### src/rtl/fifo_arb_pkg.sv
`default_nettype none
// ============================================================================
// Module : fifo_arb_pkg
// Brief  : Shared types, widths and helpers for the FIFO write-port arbiter.
// Rev    : 1.0  initial release
// ============================================================================
package fifo_arb_pkg;

  typedef enum logic [0:0] {
    ST_IDLE  = 1'b0,
    ST_BURST = 1'b1
  } arb_state_e;

  function automatic int clog2(input int value);
    int r;
    r = 0;
    for (int v = value - 1; v > 0; v = v >> 1) begin
      r++;
    end
    return r;
  endfunction

  // One spare bit so a count of MAX_BURST-1 compares cleanly for any MAX_BURST.
  function automatic int burst_cnt_width(input int max_burst);
    return clog2(max_burst) + 1;
  endfunction

  localparam int DEF_MAX_BURST = 4;
  localparam int BURST_CNT_W   = burst_cnt_width(DEF_MAX_BURST);

endpackage
`default_nettype wire

### src/rtl/rr_picker.sv
`default_nettype none
// ============================================================================
// Module : rr_picker
// Brief  : Combinational winner selection for the write-port arbiter.
//          FIFO_ARB_FIXED_PRIO_EN selects lowest-index-wins instead of
//          round-robin.
// Rev    : 1.0  initial release
// ============================================================================
module rr_picker #(
  parameter int NUM_REQ = 4,
  parameter int ID_W    = 2
) (
  input  logic [NUM_REQ-1:0] req_valid,
  input  logic [ID_W-1:0]    last_grant,
  output logic [ID_W-1:0]    winner,
  output logic               any_valid
);

  assign any_valid = |req_valid;

`ifdef FIFO_ARB_FIXED_PRIO_EN
  logic unused_last_grant;
  assign unused_last_grant = ^last_grant;

  always_comb begin
    winner = '0;
    for (int k = NUM_REQ - 1; k >= 0; k--) begin
      if (req_valid[k]) begin
        winner = ID_W'(k);
      end
    end
  end
`else
  logic found;

  // Scan last_grant+1, last_grant+2, ... wrapping at NUM_REQ; first hit wins.
  always_comb begin
    winner = '0;
    found  = 1'b0;
    for (int k = 1; k <= NUM_REQ; k++) begin
      for (int j = 0; j < NUM_REQ; j++) begin
        if (!found && req_valid[j] && (j == ((int'(last_grant) + k) % NUM_REQ))) begin
          winner = ID_W'(j);
          found  = 1'b1;
        end
      end
    end
  end
`endif

endmodule
`default_nettype wire

### src/rtl/fifo_wr_arbiter.sv
`default_nettype none
// ============================================================================
// Module : fifo_wr_arbiter
// Brief  : Shares the async-FIFO write port among NUM_REQ valid/ready
//          requesters with bounded bursts; FIFO_ARB_FIXED_PRIO_EN switches
//          the picker to fixed priority.
// Rev    : 1.0  initial release
// ============================================================================
module fifo_wr_arbiter
  import fifo_arb_pkg::*;
#(
  parameter int NUM_REQ    = 4,
  parameter int Data_width = 8,
  parameter int MAX_BURST  = 4,
  parameter int ID_W       = 2
) (
  input  logic                          CLK,
  input  logic                          RST,
  input  logic [NUM_REQ-1:0]            Req_valid,
  input  logic [NUM_REQ*Data_width-1:0] Req_data,
  output logic [NUM_REQ-1:0]            Req_ready,
  input  logic                          Wfull,
  output logic                          Winc,
  output logic [Data_width-1:0]         Wrdata,
  output logic [ID_W-1:0]               Grant_id,
  output logic                          Busy
);

  localparam int CNT_W = burst_cnt_width(MAX_BURST);

  arb_state_e       state_q, state_d;
  logic [ID_W-1:0]  grant_q, grant_d;
  logic [ID_W-1:0]  last_grant_q, last_grant_d;
  logic [CNT_W-1:0] burst_cnt_q, burst_cnt_d;

  logic [ID_W-1:0]       pick_idx;
  logic                  pick_any;
  logic                  owner_valid;
  logic [Data_width-1:0] owner_data;
  logic                  xfer;
  logic                  last_word;

  rr_picker #(
    .NUM_REQ (NUM_REQ),
    .ID_W    (ID_W)
  ) u_picker (
    .req_valid  (Req_valid),
    .last_grant (last_grant_q),
    .winner     (pick_idx),
    .any_valid  (pick_any)
  );

  always_comb begin
    owner_valid = 1'b0;
    owner_data  = '0;
    for (int i = 0; i < NUM_REQ; i++) begin
      if (grant_q == ID_W'(i)) begin
        owner_valid = Req_valid[i];
        owner_data  = Req_data[i*Data_width +: Data_width];
      end
    end
  end

  // Full gating lives here so the FIFO never has to drop a write.
  assign xfer      = (state_q == ST_BURST) && owner_valid && !Wfull;
  assign last_word = (burst_cnt_q == CNT_W'(MAX_BURST - 1));

  always_comb begin
    Req_ready = '0;
    for (int i = 0; i < NUM_REQ; i++) begin
      Req_ready[i] = xfer && (grant_q == ID_W'(i));
    end
  end

  assign Winc     = xfer;
  assign Wrdata   = xfer ? owner_data : '0;
  assign Grant_id = grant_q;
  assign Busy     = (state_q == ST_BURST);

  always_comb begin
    state_d      = state_q;
    grant_d      = grant_q;
    last_grant_d = last_grant_q;
    burst_cnt_d  = burst_cnt_q;
    case (state_q)
      ST_IDLE: begin
        if (pick_any) begin
          grant_d     = pick_idx;
          burst_cnt_d = '0;
          state_d     = ST_BURST;
        end
      end
      ST_BURST: begin
        if (xfer) begin
          if (last_word) begin
            burst_cnt_d  = '0;
            last_grant_d = grant_q;
            state_d      = ST_IDLE;
          end else begin
            burst_cnt_d = burst_cnt_q + 1'b1;
          end
        end else if (!owner_valid && !Wfull) begin
          // Requester released the grant; a stall never releases it.
          last_grant_d = grant_q;
          state_d      = ST_IDLE;
        end
      end
      default: begin
        state_d = ST_IDLE;
      end
    endcase
  end

  always_ff @(posedge CLK) begin
    if (RST) begin
      state_q      <= ST_IDLE;
      grant_q      <= '0;
      last_grant_q <= ID_W'(NUM_REQ - 1);
      burst_cnt_q  <= '0;
    end else begin
      state_q      <= state_d;
      grant_q      <= grant_d;
      last_grant_q <= last_grant_d;
      burst_cnt_q  <= burst_cnt_d;
    end
  end

endmodule
`default_nettype wire

### config.mk
export PLATFORM = sky130hd
export DESIGN_NAME = fifo_wr_arbiter
export DESIGN_NICKNAME = d
export VERILOG_FILES = /design/src/rtl/fifo_arb_pkg.sv /design/src/rtl/rr_picker.sv /design/src/rtl/fifo_wr_arbiter.sv
export SDC_FILE = /design/constraint.sdc
export NUM_CORES = 1
export LEC_CHECK = 0
export CAP_MARGIN = 30
export CORE_UTILIZATION = 31
export DETAILED_ROUTE_END_ITERATION = 10
export PLACE_DENSITY = 0.86
export SLEW_MARGIN = 20
export SYNTH_ARGS = -nofsm -noshare
export SYNTH_HDL_FRONTEND = slang
export SYNTH_SLANG_ARGS = --single-unit
### constraint.sdc
create_clock -name CLK -period 1.4 [get_ports CLK]
set_input_delay 0.14 -clock CLK [delete_from_list [all_inputs] [get_ports CLK]]
set_output_delay 0.14 -clock CLK [all_outputs]
set_load 0.01 [all_outputs]
==> impl_results.md, run 1 <==
- Status: finished, violations left
- Failing checks: negative setup slack
- Final Wtd Congestion: 0.727
- Vias in the first global route: 1,043
- Cell Chain, Critical Path: mux4_2, buf_6, and3_4, buf_6
- Die area: 2760 µm²
- Clock power share: 0.174
- DRT Pass-1 Iters: 4
- Comb power frac: 0.571
- Share of layout cells above drive strength 1: 0.484
- Peak VDD IR: 0.000557 V
- Largest net degree at the start of global routing: 10
- # nets final: 201
- Power Total: 1.03 mW
- Int Pwr: 0.691 mW
- Critical Path Most Common Cell: buf_6
- HPWL after detailed placement: 2360 µm
- Maximum clock frequency: 571 MHz
- Syn Area/Cell: 9.53 µm²
- HP Class: reg2reg
- Final setup vio count: 19
- Worst r2r dst: burst_cnt_q[0]$_SDFFE_PP0P_
- Ports: 55
- Sequential share of power: 0.254
- Worst path required time: 1.26 ns
- Site Rows: 17
- CP startpoint kind: flip-flop
- Post-synthesis sequential area ratio: 0.203
- I/O Buffers: 54
- CP peak stage delay: 0.56 ns
- Asr flop ratio synth: 0
- WP data arrival: 1.61 ns
- DR WL/cell: 20.2 µm
- CTS buffer count: 3
- DIE HEIGHT: 52.5 µm
- Synth cell types: 35
- Commonest register cell after synthesis: dfxtp_1
- Register area: 165 µm²
- Post-synth EDFFs: 0
- Yosys top cell area share: 0.256
- RSZ-0062 raised after global routing: true
- Setup slack after layout: -0.352 ns
- Slew margin rel.: 0.772
- Hold_ws: 0.458 ns
- Yosys warnings: 0
- Post-synthesis register bit count: 8
- Post-synthesis cell area: 791 µm²
- Critical Path Sink: Wrdata[3]
- Finished Layout Cells: 187
- Final period utilization: 1.25
- Maximum clock insertion buffer count: 2
- Fin. max-slew vios: 0
- Clock Root Buffer: clkbuf_4
- Vias: 1,076
- Fin util: 0.749
- GRT Util Overall: 0.248
- Final Hold Vio Count: 0
- Placed Cells incl. Taps: 180
- First-pass GRT wire length: 4890 µm
- Synth top area cells: mux4_2 26%, dfxtp_1 20%, and3_1 6.3%, nor2_1 4.3%, nor2b_1 3.2%
- H-tree level count: 1
- Wirelength, routed: 3780 µm
- Synth top cells by count: 9 x mux4_2, 9 x nor2_1, 8 x and3_1, 8 x dfxtp_1, 5 x clkbuf_1
- Initial Util: 0.344
- CP max stage cell: mux4_2
- Post-Syn Instances: 83
- Sw frac: 0.328
- Post-route ant nets: 0
- Crit path from: Grant_id[0]$_SDFFE_PP0P_
- FF-to-FF path depth: 7
- Area leader, netlist: mux4_2
- Clock Pin Slew Worst Setup and Hold Paths: 0.05 ns
- Antenna cells: 0
- TritonCTS clock tree: done
- Antenna violations before repair: 0
- Sw power: 0.337 mW
- Remaining Overflow, GRT: 0
- Via-to-Cell Ratio: 5.75
- CP max FO: 4
- CP endpoint kind: primary output
- Leakage: 0.684 nW
- Reg2reg setup slack: -0.25 ns
- # hold bufs at CTS: 0
- # DRC: 0
- Final TNS setup: -4.34 ns
- WS Path Type: reg2out
- Actual slew at the worst max-slew pin: 0.338 ns
- Final Skew: 0.00152 ns
- Min Tclk post-route: 1.75 ns
- Clock sink count: 8
- Worst reg2reg startpoint: Grant_id[0]$_SDFFE_PP0P_
- Initial DRC count: 32
- Footprint of the multi-input gates: 726 µm²
- Max Cap Viol: 0
- P&R area growth vs syn: 118%
- Post-synth net total: 123
- Die Width: 52.5 µm
- Power per cell area: 598 nW/µm²
- Clk Latency, worst-skew pair: 0.26 ns
- Fillers: 132
- Core area: 2300 µm²
==> cell families (layout without fill, tap and decap cells) <==
kind of cell,count (synthesis),after routing,share of synthesized area
flip-flops,8,8,0.203
AO/OA/AOI/OAI,16,16,0.160
multiplexers,11,11,0.282
buffers and inverters,10,86,0.0617
AND/OR/NAND/NOR,37,37,0.278
adder cells (fa/ha/maj),1,1,0.0158
==> cells in the final DEF (no fill, tap or decap), drive strengths merged, types with 2 or more instances in the layout <==
cell type      instances
mux2i                  2
nand2b                 2
dlygate4sd2            4
nor2                   9
a22o                   2
mux4                   9
clkbuf                 3
nor4b                  2
buf                   37
nor4                   2
a311oi                 2
nand2                  4
and3                   8
inv                    3
clkdlybuf4s15          2
nor2b                  4
dfxtp                  8
nor3                   4
clkdlybuf4s50         37
==> registers in the layout (all words and copies together), names as in the netlist <==
register / cells
last_grant_q: 2
burst_cnt_q: 3
Busy: 1
Grant_id: 2
==> cell type report <==
type                    instances  share of cell area
flip-flops and latches          8              0.0960
repair buffers                 80               0.441
well taps                      28              0.0204
multi-input cells              65               0.422
clock buffers                   3              0.0131
inverters                       3             0.00800
==> repair_timing <==
action,4_1_cts,5_1_grt
pin swaps,8,3
setup endpoints to repair,24,21
setup buffers,5,0
gates resized for setup,86,11
==> worst min path at each step <==
stage,start,endpoint,cells past startpoint
final,burst_cnt_q[2]$_SDFFE_PP0P_,burst_cnt_q[2]$_SDFFE_PP0P_,1
after global routing,burst_cnt_q[2]$_SDFFE_PP0P_,burst_cnt_q[2]$_SDFFE_PP0P_,1
after detailed placement,burst_cnt_q[2]$_SDFFE_PP0P_,burst_cnt_q[2]$_SDFFE_PP0P_,1
after floorplan,Req_valid[3],Grant_id[0]$_SDFFE_PP0P_,2
after global placement,burst_cnt_q[2]$_SDFFE_PP0P_,burst_cnt_q[2]$_SDFFE_PP0P_,1
after CTS,burst_cnt_q[2]$_SDFFE_PP0P_,burst_cnt_q[2]$_SDFFE_PP0P_,1
==> power by group through the flow <==
stage	clock network, mW	logic (mW)	registers [mW]
2_1_floorplan	0	0.216	0.263
3_3_place_gp	0	0.449	0.262
3_5_place_dp	0	0.467	0.263
4_1_cts	0.181	0.537	0.259
5_1_grt	0.202	0.617	0.263
6_report	0.179	0.588	0.262
==> per-stage QoR <==
stage,worst slack [ns],area (µm²)
2_1_floorplan,-0.148,803
3_3_place_gp,-0.554,1510
3_5_place_dp,-0.608,1510
4_1_cts,-0.355,1650
5_1_grt,-0.404,1720
6_report,-0.352,1720
==> critical path, delay by kind of cell, from the launching register on <==
kind	cells	cell delay [ns]
flip-flops	1	0.36
buffers and inverters	2	0.27
multiplexers	1	0.56
AND/OR/NAND/NOR	1	0.16
==> layer usage <==
metal | share of wire | up-vias | routed length [µm] | global-route usage
li1 | - | 482 | - | -
met1 | 0.40 | 515 | 1490 | 0.234
met2 | 0.48 | 67 | 1820 | 0.464
met3 | 0.090 | 12 | 339 | 0.0725
met4 | 0.033 | 0 | 123 | 0.145
met5 | 0 | - | 0 | 0
No activity file was read; power rests on OpenSTA's default activity.
==> run 2: changes to the inputs <==
Settings changed: CORE_UTILIZATION 31 to 35, PLACE_DENSITY 0.86 to 0.91.
Clock period 1.4 ns to 1.8 ns, I/O delays scaled along.
==> impl_results.md, run 2 (same netlist as run 1, synthesis figures left out) <==
- Actual slew at the worst max-slew pin: 0.471 ns (+0.133 ns)
- Remaining Overflow, GRT: 0 (unchanged)
- Clock sink count: 8 (unchanged)
- CP max FO: 4 (unchanged)
- TritonCTS clock tree: done
- CP startpoint kind: flip-flop
- Vias: 1,149 (+6.8%)
- Final period utilization: 1.05
- # hold bufs at CTS: 0 (unchanged)
- I/O Buffers: 54 (unchanged)
- HP Class: reg2reg
- RSZ-0062 raised after global routing: true
- DIE HEIGHT: 49.5 µm (-5.7%)
- DR WL/cell: 22.5 µm (+12%)
- Largest register FFs: 3 (unchanged)
- CTS buffer count: 3 (unchanged)
- Worst path required time: 1.62 ns (+0.36 ns)
- Initial Util: 0.387 (+0.0430)
- Largest net degree at the start of global routing: 12 (+2)
- Min Tclk post-route: 1.89 ns
- First-pass GRT wire length: 5460 µm (+12%)
- Finished Layout Cells: 184 (-1.6%)
- Power per cell area: 479 nW/µm² (-20%)
- Initial DRC count: 90 (+180%)
- Die Width: 49.5 µm (-5.7%)
- Max Cap Viol: 0 (unchanged)
- HPWL after detailed placement: 2380 µm (+0.73%)
- Peak VDD IR: 0.000426 V (-24%)
- DRT Pass-1 Iters: 4 (unchanged)
- CP peak stage delay: 0.62 ns (+0.06 ns)
- Vias in the first global route: 1,040 (-0.29%)
- Final Hold Vio Count: 0 (unchanged)
- # DRC: 0 (unchanged)
- WP data arrival: 1.71 ns (+0.10 ns)
- Via-to-Cell Ratio: 6.24 (+8.5%)
- Maximum clock insertion buffer count: 2 (unchanged)
- Most frequent cells in the layout: 41 x clkdlybuf4s50_1, 20 x buf_4, 9 x mux4_2, 9 x nor2_1, 9 x buf_6
- Share of layout cells above drive strength 1: 0.369 (-0.115)
- GRT Util Overall: 0.300 (+0.0519)
- Failing checks: negative setup slack
- Clock Pin Slew Worst Setup and Hold Paths: 0.06 ns (about the same)
- Clk Latency, worst-skew pair: 0.25 ns (about the same)
- Clock Root Buffer: clkbuf_4
- Final TNS setup: -0.587 ns (+3.75 ns)
- Placed Cells incl. Taps: 173 (-3.9%)
- Fillers: 113 (-14%)
- Register area: 165 µm² (unchanged)
- Die area: 2450 µm² (-11%)
- Final Skew: 0.0111 ns (+0.00961 ns)
- Biggest register: burst_cnt_q
- Maximum clock frequency: 528 MHz
- Wirelength, routed: 4150 µm (+9.7%)
- # nets final: 199 (-1.0%)
- WS Path Type: reg2out
- Site Rows: 16 (-1)
- Footprint of the multi-input gates: 619 µm² (-15%)
- Antenna cells: 0 (unchanged)
- Core area: 2040 µm² (-11%)
- H-tree level count: 1 (unchanged)
- Final Wtd Congestion: 0.828 (+14%)
- CP endpoint kind: primary output
- Slew margin rel.: 0.685 (-0.0866)
- P&R area growth vs syn: 103%
- Setup slack after layout: -0.0925 ns (+0.260 ns)
- Critical Path Most Common Cell: buf_6
- Post-route ant nets: 0 (unchanged)
- Final setup vio count: 7 (-12)
- CP max stage cell: mux4_2
- Cell Chain, Critical Path: mux4_2, buf_6, and3_4, buf_6
- Leakage: 0.675 nW (-1.3%)
- Fin. max-slew vios: 0 (unchanged)
- Ports: 55 (unchanged)
- Status: finished, violations left
- Antenna violations before repair: 0 (unchanged)
- Commonest non-fill, non-tap cell in the layout: clkdlybuf4s50_1
[run 2: layout make-up]
cell class / instances / share of cell area
Multi-Input combinational cell: 65 / 0.386
Clock buffer: 3 / 0.0140
Tap cell: 27 / 0.0210
Sequential cell: 8 / 0.103
Inverter: 3 / 0.00857
Timing Repair Buffer: 78 / 0.468
[run 2: power by group]
| part | leakage (nW) | total, mW | switching [mW] | internal, mW |
|---|---|---|---|---|
| sequential | 0.0663 | 0.207 | 0.0176 | 0.189 |
| combinational | 0.595 | 0.432 | 0.171 | 0.261 |
| clock | 0.0138 | 0.130 | 0.0541 | 0.0758 |
| total | 0.675 | 0.769 | 0.243 | 0.526 |
[run 2: metrics by stage]
step / util / hold WS (ns) / total power, mW / worst slack (ns) / instance area, µm²
detailed placement: 0.716 / 0.443 / 0.555 / -0.294 / 1460
CTS: 0.760 / 0.450 / 0.724 / -0.0492 / 1550
floorplan: - / 0.387 / 0.367 / 0.144 / 791
global placement: 0.716 / 0.435 / 0.542 / -0.233 / 1460
finish: 0.786 / 0.447 / 0.769 / -0.0925 / 1610
global route: 0.786 / 0.467 / 0.803 / -0.128 / 1610
[run 2: worst paths after layout]
check        slack [ns]                           to                        start  cells past startpoint
max               -0.09                    Wrdata[3]     Grant_id[0]$_SDFFE_PP0P_                      4
min                0.45  burst_cnt_q[2]$_SDFFE_PP0P_  burst_cnt_q[2]$_SDFFE_PP0P_                      1
max reg2reg        0.10  burst_cnt_q[0]$_SDFFE_PP0P_     Grant_id[0]$_SDFFE_PP0P_                      6
min reg2reg        0.45  burst_cnt_q[2]$_SDFFE_PP0P_  burst_cnt_q[2]$_SDFFE_PP0P_                      1
[run 2: routing by layer]
metal,vias up,part of all wire,GRT usage
met1,545,0.38,0.348
met2,113,0.47,0.518
li1,478,-,-
met5,-,0,0
met4,0,0.026,0.110
met3,13,0.12,0.0864
[run 2: critical path: cells and delay by family, from the launching register on]
kind,cells,cell delay (ns)
and+or+nand+nor,1,0.17
muxes,1,0.62
DFF,1,0.38
buffers and inverters,2,0.29
[run 2: what timing repair did]
item	in CTS	in global routing
buffers inserted	5	3
endpoints found under the setup margin	13	10
gates resized for setup	51	9
pin swaps	4	2
